--- src/rtl/display_mode_switcher_pkg.sv ---
// Shared definitions for the display mode switcher: default widths, blank levels,
// source index names and the FSM state type.
package display_mode_switcher_pkg;

    localparam int unsigned DEF_NUM_SRC = 3;
    localparam int unsigned DEF_LED_W   = 16;
    localparam int unsigned DEF_AN_W    = 4;
    localparam int unsigned DEF_SEG_W   = 7;
    localparam int unsigned DEF_OLED_W  = 16;

    // Blank levels: black pixels, all anodes and segments off (active-low)
    localparam logic [DEF_OLED_W-1:0] BLACK   = '0;
    localparam logic [DEF_AN_W-1:0]   CLR_AN  = '1;
    localparam logic [DEF_SEG_W-1:0]  CLR_SEG = '1;

    localparam int unsigned SRC_GAME = 0;
    localparam int unsigned SRC_WAVE = 1;
    localparam int unsigned SRC_VOL  = 2;

    typedef enum logic [1:0] {
        StIdle,
        StBlank,
        StActive
    } state_e;

    function automatic int unsigned idx_width(int unsigned n);
        return (n > 1) ? $clog2(n) : 1;
    endfunction

endpackage

--- src/rtl/display_mode_switcher_sel_debouncer.sv ---
// Synchronises the select and freeze switches, priority-encodes the select and
// reports when the encoded request has been steady long enough to act on.
module display_mode_switcher_sel_debouncer
    import display_mode_switcher_pkg::*;
#(
    parameter int unsigned NUM_SRC       = DEF_NUM_SRC,
    parameter int unsigned STABLE_CYCLES = 100000,
    parameter int unsigned IDX_W         = idx_width(NUM_SRC)
) (
    input  logic               basys_clock,
    input  logic               rstn,
    input  logic [NUM_SRC-1:0] sel_sw,
    input  logic               freeze,
    output logic [IDX_W-1:0]   cand_idx,
    output logic               stable,
    output logic               freeze_sync
);

    localparam int unsigned      CNT_W   = $clog2(STABLE_CYCLES + 1);
    localparam logic [CNT_W-1:0] CNT_MAX = CNT_W'(STABLE_CYCLES);

    logic [NUM_SRC-1:0] sel_meta_q, sel_sync_q;
    logic               freeze_meta_q, freeze_sync_q;
    logic [IDX_W-1:0]   req_idx;
    logic               req_valid;
    logic [IDX_W-1:0]   cand_idx_q;
    logic               cand_valid_q;
    logic [CNT_W-1:0]   stable_cnt_q;

    always_ff @(posedge basys_clock or negedge rstn) begin
        if (!rstn) begin
            sel_meta_q    <= '0;
            sel_sync_q    <= '0;
            freeze_meta_q <= 1'b0;
            freeze_sync_q <= 1'b0;
        end else begin
            sel_meta_q    <= sel_sw;
            sel_sync_q    <= sel_meta_q;
            freeze_meta_q <= freeze;
            freeze_sync_q <= freeze_meta_q;
        end
    end

    // Ascending scan so the highest set index is the one left standing
    always_comb begin
        req_idx = '0;
        for (int i = 0; i < NUM_SRC; i++) begin
            if (sel_sync_q[i]) begin
                req_idx = IDX_W'(i);
            end
        end
        req_valid = |sel_sync_q;
    end

    always_ff @(posedge basys_clock or negedge rstn) begin
        if (!rstn) begin
            cand_idx_q   <= '0;
            cand_valid_q <= 1'b0;
            stable_cnt_q <= '0;
        end else if ({req_valid, req_idx} != {cand_valid_q, cand_idx_q}) begin
            cand_idx_q   <= req_idx;
            cand_valid_q <= req_valid;
            stable_cnt_q <= '0;
        end else if (stable_cnt_q != CNT_MAX) begin
            stable_cnt_q <= stable_cnt_q + CNT_W'(1);
        end
    end

    assign cand_idx    = cand_idx_q;
    assign stable      = cand_valid_q && (stable_cnt_q == CNT_MAX);
    assign freeze_sync = freeze_sync_q;

endmodule

--- src/rtl/display_mode_switcher.sv ---
// Routes one of NUM_SRC display sources to the board outputs, blanking the panel
// for BLANK_CYCLES on every change of source, with an optional per-source LED freeze.
module display_mode_switcher
    import display_mode_switcher_pkg::*;
#(
    parameter int unsigned NUM_SRC       = DEF_NUM_SRC,
    parameter int unsigned LED_W         = DEF_LED_W,
    parameter int unsigned AN_W          = DEF_AN_W,
    parameter int unsigned SEG_W         = DEF_SEG_W,
    parameter int unsigned OLED_W        = DEF_OLED_W,
    parameter int unsigned STABLE_CYCLES = 100000,
    parameter int unsigned BLANK_CYCLES  = 16,
    parameter logic [NUM_SRC-1:0] FREEZE_MASK = NUM_SRC'((1 << SRC_VOL) | (1 << SRC_WAVE)),
    localparam int unsigned IDX_W        = idx_width(NUM_SRC)
) (
    input  logic                      basys_clock,
    input  logic                      rstn,
    input  logic [NUM_SRC-1:0]        sel_sw,
    input  logic                      freeze,
    input  logic [NUM_SRC*LED_W-1:0]  led_src,
    input  logic [NUM_SRC*AN_W-1:0]   an_src,
    input  logic [NUM_SRC*SEG_W-1:0]  seg_src,
    input  logic [NUM_SRC*OLED_W-1:0] oled_src,
    output logic [LED_W-1:0]          led,
    output logic [AN_W-1:0]           an,
    output logic [SEG_W-1:0]          seg,
    output logic [OLED_W-1:0]         oled_data,
    output logic [IDX_W-1:0]          active_idx,
    output logic                      active_valid,
    output logic                      mode_changed
);

    localparam int unsigned      BC_W       = idx_width(BLANK_CYCLES);
    localparam logic [BC_W-1:0]  BLANK_LAST = BC_W'(BLANK_CYCLES - 1);

    localparam logic [AN_W-1:0]   AN_OFF    = {AN_W{CLR_AN[0]}};
    localparam logic [SEG_W-1:0]  SEG_OFF   = {SEG_W{CLR_SEG[0]}};
    localparam logic [OLED_W-1:0] OLED_OFF  = {OLED_W{BLACK[0]}};

    logic [IDX_W-1:0] cand_idx;
    logic             stable;
    logic             freeze_sync;

    state_e           state_q, state_d;
    logic [IDX_W-1:0] target_q, target_d;
    logic [BC_W-1:0]  blank_cnt_q, blank_cnt_d;
    logic [IDX_W-1:0] active_idx_q, active_idx_d;
    logic             mode_changed_q, mode_changed_d;

    logic [LED_W-1:0]  led_sel, led_q;
    logic [AN_W-1:0]   an_sel, an_q;
    logic [SEG_W-1:0]  seg_sel, seg_q;
    logic [OLED_W-1:0] oled_sel, oled_q;
    logic              led_frozen;

    display_mode_switcher_sel_debouncer #(
        .NUM_SRC       (NUM_SRC),
        .STABLE_CYCLES (STABLE_CYCLES),
        .IDX_W         (IDX_W)
    ) u_sel_debouncer (
        .basys_clock (basys_clock),
        .rstn        (rstn),
        .sel_sw      (sel_sw),
        .freeze      (freeze),
        .cand_idx    (cand_idx),
        .stable      (stable),
        .freeze_sync (freeze_sync)
    );

    always_ff @(posedge basys_clock or negedge rstn) begin
        if (!rstn) begin
            state_q        <= StIdle;
            target_q       <= '0;
            blank_cnt_q    <= '0;
            active_idx_q   <= IDX_W'(SRC_GAME);
            mode_changed_q <= 1'b0;
        end else begin
            state_q        <= state_d;
            target_q       <= target_d;
            blank_cnt_q    <= blank_cnt_d;
            active_idx_q   <= active_idx_d;
            mode_changed_q <= mode_changed_d;
        end
    end

    always_comb begin
        state_d        = state_q;
        target_d       = target_q;
        blank_cnt_d    = blank_cnt_q;
        active_idx_d   = active_idx_q;
        mode_changed_d = 1'b0;
        case (state_q)
            StIdle: begin
                if (stable) begin
                    state_d     = StBlank;
                    target_d    = cand_idx;
                    blank_cnt_d = '0;
                end
            end
            StBlank: begin
                // A newer settled request restarts the full blank interval
                if (stable && (cand_idx != target_q)) begin
                    target_d    = cand_idx;
                    blank_cnt_d = '0;
                end else if (blank_cnt_q == BLANK_LAST) begin
                    state_d        = StActive;
                    active_idx_d   = target_q;
                    mode_changed_d = 1'b1;
                end else begin
                    blank_cnt_d = blank_cnt_q + BC_W'(1);
                end
            end
            StActive: begin
                if (stable && (cand_idx != active_idx_q)) begin
                    state_d     = StBlank;
                    target_d    = cand_idx;
                    blank_cnt_d = '0;
                end
            end
            default: state_d = StIdle;
        endcase
    end

    always_comb begin
        led_sel    = '0;
        an_sel     = AN_OFF;
        seg_sel    = SEG_OFF;
        oled_sel   = OLED_OFF;
        led_frozen = 1'b0;
        for (int i = 0; i < NUM_SRC; i++) begin
            if (active_idx_q == IDX_W'(i)) begin
                led_sel    = led_src[i*LED_W +: LED_W];
                an_sel     = an_src[i*AN_W +: AN_W];
                seg_sel    = seg_src[i*SEG_W +: SEG_W];
                oled_sel   = oled_src[i*OLED_W +: OLED_W];
                led_frozen = freeze_sync && FREEZE_MASK[i];
            end
        end
    end

    // Freeze only matters while live; idle and blank always force the blank levels
    always_ff @(posedge basys_clock or negedge rstn) begin
        if (!rstn) begin
            led_q  <= '0;
            an_q   <= AN_OFF;
            seg_q  <= SEG_OFF;
            oled_q <= OLED_OFF;
        end else if (state_q == StActive) begin
            if (!led_frozen) begin
                led_q <= led_sel;
            end
            an_q   <= an_sel;
            seg_q  <= seg_sel;
            oled_q <= oled_sel;
        end else begin
            led_q  <= '0;
            an_q   <= AN_OFF;
            seg_q  <= SEG_OFF;
            oled_q <= OLED_OFF;
        end
    end

    assign led          = led_q;
    assign an           = an_q;
    assign seg          = seg_q;
    assign oled_data    = oled_q;
    assign active_idx   = active_idx_q;
    assign active_valid = (state_q == StActive);
    assign mode_changed = mode_changed_q;

endmodule
--- config.mk ---
export PLATFORM = sky130hd
export DESIGN_NAME = display_mode_switcher
export DESIGN_NICKNAME = d
export VERILOG_FILES = /design/src/rtl/display_mode_switcher_pkg.sv /design/src/rtl/display_mode_switcher_sel_debouncer.sv /design/src/rtl/display_mode_switcher.sv
export SDC_FILE = /design/constraint.sdc
export NUM_CORES = 1
export LEC_CHECK = 0
export BUFFER_PORTS_ARGS = -buffer_cell sky130_fd_sc_hd__buf_2
export CAP_MARGIN = 20
export CORE_MARGIN = 3
export CORE_UTILIZATION = 43
export CTS_CLUSTER_DIAMETER = 30
export CTS_CLUSTER_SIZE = 14
export DETAILED_ROUTE_END_ITERATION = 10
export GPL_TIMING_DRIVEN = 0
export PLACE_DENSITY_LB_ADDON = 0.25
export RECOVER_POWER = 25
export SKIP_CTS_REPAIR_TIMING = 1
export SLEW_MARGIN = 40
export SYNTH_ARGS = -nofsm -noshare
export SYNTH_HDL_FRONTEND = slang
export SYNTH_HIERARCHICAL = 1
export SYNTH_SLANG_ARGS = --single-unit
--- constraint.sdc ---
create_clock -name basys_clock -period 2.6 [get_ports basys_clock]
set_input_delay 0 -clock basys_clock [delete_from_list [all_inputs] [get_ports basys_clock]]
set_output_delay 0 -clock basys_clock [all_outputs]
set_load 0.05 [all_outputs]
==> metrics.md <==
| Metric | Value |
|---|---|
| Status | complete, but fails checks |
| Failing checks | negative hold slack, max-capacitance violations, max-slew violations |
| Vias per inst | 5.08 |
| Fin crit period | between 2 and 3 ns |
| N_diodes | 0 |
| Commonest non-fill, non-tap cells in the layout | buf_2, nor2_1, dfrtp_1 |
| Worst endpoint required time | between 2 and 3 ns |
| CTS root buf | clkbuf_8 |
| Number of synthesized flops with an enable pin | 0 |
| Share of cells above drive strength 1 | roughly 39% |
| Largest net degree at the start of global routing | just over 50 |
| Initial antenna violation count | 0 |
| Die ar. | between 0.01 and 0.015 sq mm |
| GP Congestion | roughly 0.86 |
| Max-slew violation count | 33 |
| Final setup viols | 0 |
| Startpoint Class | flip-flop |
| Dominant synthesized flop cell | dfrtp_1 |
| # fillers | a little under 800 |
| Synthesized area | 0.00418 sq mm |
| Post-route setup slack | 0.0785 ns |
| Worst path cell trace | or4b_2 -> nor3_2 -> and3_4 -> inv_1 -> a21oi_4 -> nand2_1 -> a21oi_2 -> mux2_2 |
| Clock sinks | 82 |
| Site Rows | 35 |
| Grt total ovfl | 0 |
| Element type at the critical path end | flip-flop |
| DRT Wirelength | 11900 um |
| Post-synthesis register bit count | 82 |
| Worst path arrival time | between 2 and 3 ns |
| Initial DRC Count | between 100 and 150 |
| Distinct cells, synth | 50 |
| Dpl hpwl | around 8800 um |
| Worst setup path class | reg -> reg |
| Setup WS pre-CTS | -0.0956 ns |
| Mapped Nets | 562 |
| Pre-antenna DRT Iters | 4 |
| Drt drc | 0 |
| Via count | between 4000 and 5000 |
| Ports | about 180 |
| Area of the multi-input gates | ~0.0020 sq mm |
| Initial Util | between 40 and 50% |
| H-tree depth | 3 |
| Synthesis warning total | 6 |
| Post-route antenna net violation count | 0 |
| CP max-delay cell | or4b_2 |
| Achievable frequency | approximately 400 MHz |
| Wire length per cell | about 15 um |
| Worst slew pin tran | 1.84 ns |
| Worst path top cell family by delay | simple AND/OR/NAND/NOR gates |
| Worst-path fanout max | 4 |
| Clk_skew | approximately 0.01 ns |
| Worst vdd ir | roughly 220 uV |
| Fin crit share | between 90 and 100% |
| Die height | between 100 and 150 um |
| Clk Latency, worst-skew pair | roughly 0.35 ns |
| Hold_ws | -0.0131 ns |
| First-pass GRT wire length | between 15000 and 20000 um |
| Clk buf depth | 2 |
| Synthesized area per cell | just under 10 sq um |
| Storage cell area | 0.00207 sq mm |
| Area Growth Syn to Fin | 41.4% |
| Max-cap violations | 1 |
| FFs w/ async S/R, synth | between 90% and 100% |
| GRT Util Overall | about a fifth |
| Clock slew at reported path FFs | roughly 0.09 ns |
| Pleak | around 2.8 nW |
| CP peak stage delay | slightly below 0.7 ns |
| Power per cell area | ~430 mW/mm^2 |
| # port buffers | between 150 and 200 |
| Core Box Area | around 0.0093 sq mm |
| Total CTS buffers | 9 |
| Worst Path Buf+Inv | 1 |
| Hold Path Class | in -> reg |
| Synthesized instance count | between 400 and 500 |
| Final nets | 795 |
| Die width | ~100 um |
| Slew HR | -22.5% |
| Post-synthesis sequential area ratio | between 40% and 50% |
| Vias in the first global route | 3921 |
| CTS tree | done |
| Final Hold Vio Count | 2 |
| Most common cell after layout, fill and taps aside | buf_2 |
-- cell families after synthesis --
logic type	after synthesis	synth area share (%)
simple gates	157	18.6
compound gates	83	12.2
flops	82	49.5
mux	48	12.0
buf+inv	36	3.80
xor+xnor	15	3.15
fa+ha+maj	3	0.899
-- per-stage QoR --
step | util, % | area (sq um) | total power [W] | setup TNS [ns] | cells
after floorplan | - | 4180 | 0.00138 | 0 | 424
after global placement | 56.2 | 5240 | 0.00152 | -0.143 | 734
after detailed placement | 56.6 | 5280 | 0.00153 | -0.188 | 735
after CTS | 58.8 | 5490 | 0.00250 | -0.198 | 751
after global routing | 63.3 | 5910 | 0.00264 | -0.0402 | 791
final | 63.3 | 5910 | 0.00252 | 0 | 791
-- sequential cells by signal, indices dropped and copies added, names as in the netlist --
| name | cells |
|---|---|
| u_sel_debouncer/stable_cnt_q | 17 |
| led | 16 |
| oled_data | 16 |
| seg | 7 |
| an | 4 |
| blank_cnt_q | 4 |
| u_sel_debouncer/sel_meta_q | 3 |
| u_sel_debouncer/sel_sync_q | 3 |
| active_idx | 2 |
| state_q | 2 |
| target_q | 2 |
| u_sel_debouncer/cand_idx | 2 |
| mode_changed | 1 |
| u_sel_debouncer/cand_valid_q | 1 |
| u_sel_debouncer/freeze_meta_q | 1 |
| u_sel_debouncer/freeze_sync | 1 |
-- final timing paths --
check / start / endpoint / slack (ns) / cells past startpoint
max: u_sel_debouncer/stable_cnt_q[14]$_DFFE_PN0P_ / target_q[0]$_DFFE_PN0P_ / 0.08 / 8
min: led_src[40] / led[8]$_DFFE_PN0P_ / -0.01 / 3
max reg2reg: u_sel_debouncer/stable_cnt_q[14]$_DFFE_PN0P_ / target_q[0]$_DFFE_PN0P_ / 0.08 / 8
min reg2reg: u_sel_debouncer/sel_meta_q[2]$_DFF_PN0_ / u_sel_debouncer/sel_sync_q[2]$_DFF_PN0_ / 0.35 / 0
max in group asynchronous: rstn / u_sel_debouncer/stable_cnt_q[14]$_DFFE_PN0P_ / 0.72 / 2
min in group asynchronous: rstn / u_sel_debouncer/stable_cnt_q[6]$_DFFE_PN0P_ / 0.69 / 2
-- Yosys cell counts (2+ instances only) --
cell | n | share of area (%)
nor3_1 | 7 | 0.84
a211oi_1 | 17 | 3.1
a21oi_1 | 40 | 4.8
o31ai_1 | 2 | 0.36
inv_1 | 9 | 0.81
clkbuf_1 | 11 | 0.99
or3_1 | 5 | 0.75
nand4b_1 | 4 | 0.84
mux2_2 | 15 | 4.0
nand2b_1 | 6 | 0.90
nor2_1 | 78 | 7.0
dfrtp_1 | 71 | 43
nand4_1 | 3 | 0.45
clkbuf_2 | 2 | 0.24
xor2_1 | 6 | 1.3
buf_1 | 3 | 0.27
xnor2_1 | 9 | 1.9
ha_1 | 3 | 0.90
nor4_1 | 4 | 0.60
buf_4 | 3 | 0.54
o21ai_0 | 5 | 0.60
or2_2 | 2 | 0.30
dfstp_2 | 11 | 6.9
nor2b_1 | 5 | 0.75
buf_2 | 8 | 0.96
o22ai_1 | 11 | 1.6
and3_1 | 2 | 0.30
nand2_1 | 21 | 1.9
nand3_1 | 8 | 0.96
mux2i_1 | 33 | 7.9
-- worst reg2reg max path, stage by stage (launching register included) --
cell and delay, ns:
dfrtp_2 0.43, or4b_2 0.69, nor3_2 0.18, and3_4 0.23
inv_1 0.10, a21oi_4 0.16, nand2_1 0.09, a21oi_2 0.18
mux2_2 0.35
-- metal layers --
metal | routed length (um) | track usage [%] | share of wire (%)
met3 | 779 | 4.88 | 6.5
met4 | 292 | 7.50 | 2.5
met5 | 0 | 0 | 0
met2 | 6050 | 35.4 | 51
met1 | 4790 | 24.8 | 40
-- power breakdown --
| part | internal, W | switching (W) |
|---|---|---|
| registers | 0.00129 | 0.00000853 |
| clock network | 0.000463 | 0.000503 |
| logic | 0.000151 | 0.000106 |
-- layout make-up --
| class | instances | share of cell area (%) |
|---|---|---|
| plain buffers | 27 | 2.12 |
| well taps | 129 | 2.73 |
| multi-input cells | 306 | 33.6 |
| flip-flops and latches | 82 | 35.0 |
| clock inverters | 7 | 1.44 |
| repair buffers | 222 | 22.5 |
| clock buffers | 9 | 2.10 |
| inverters | 9 | 0.572 |
Note: power is estimated with default switching activity, not from simulation.
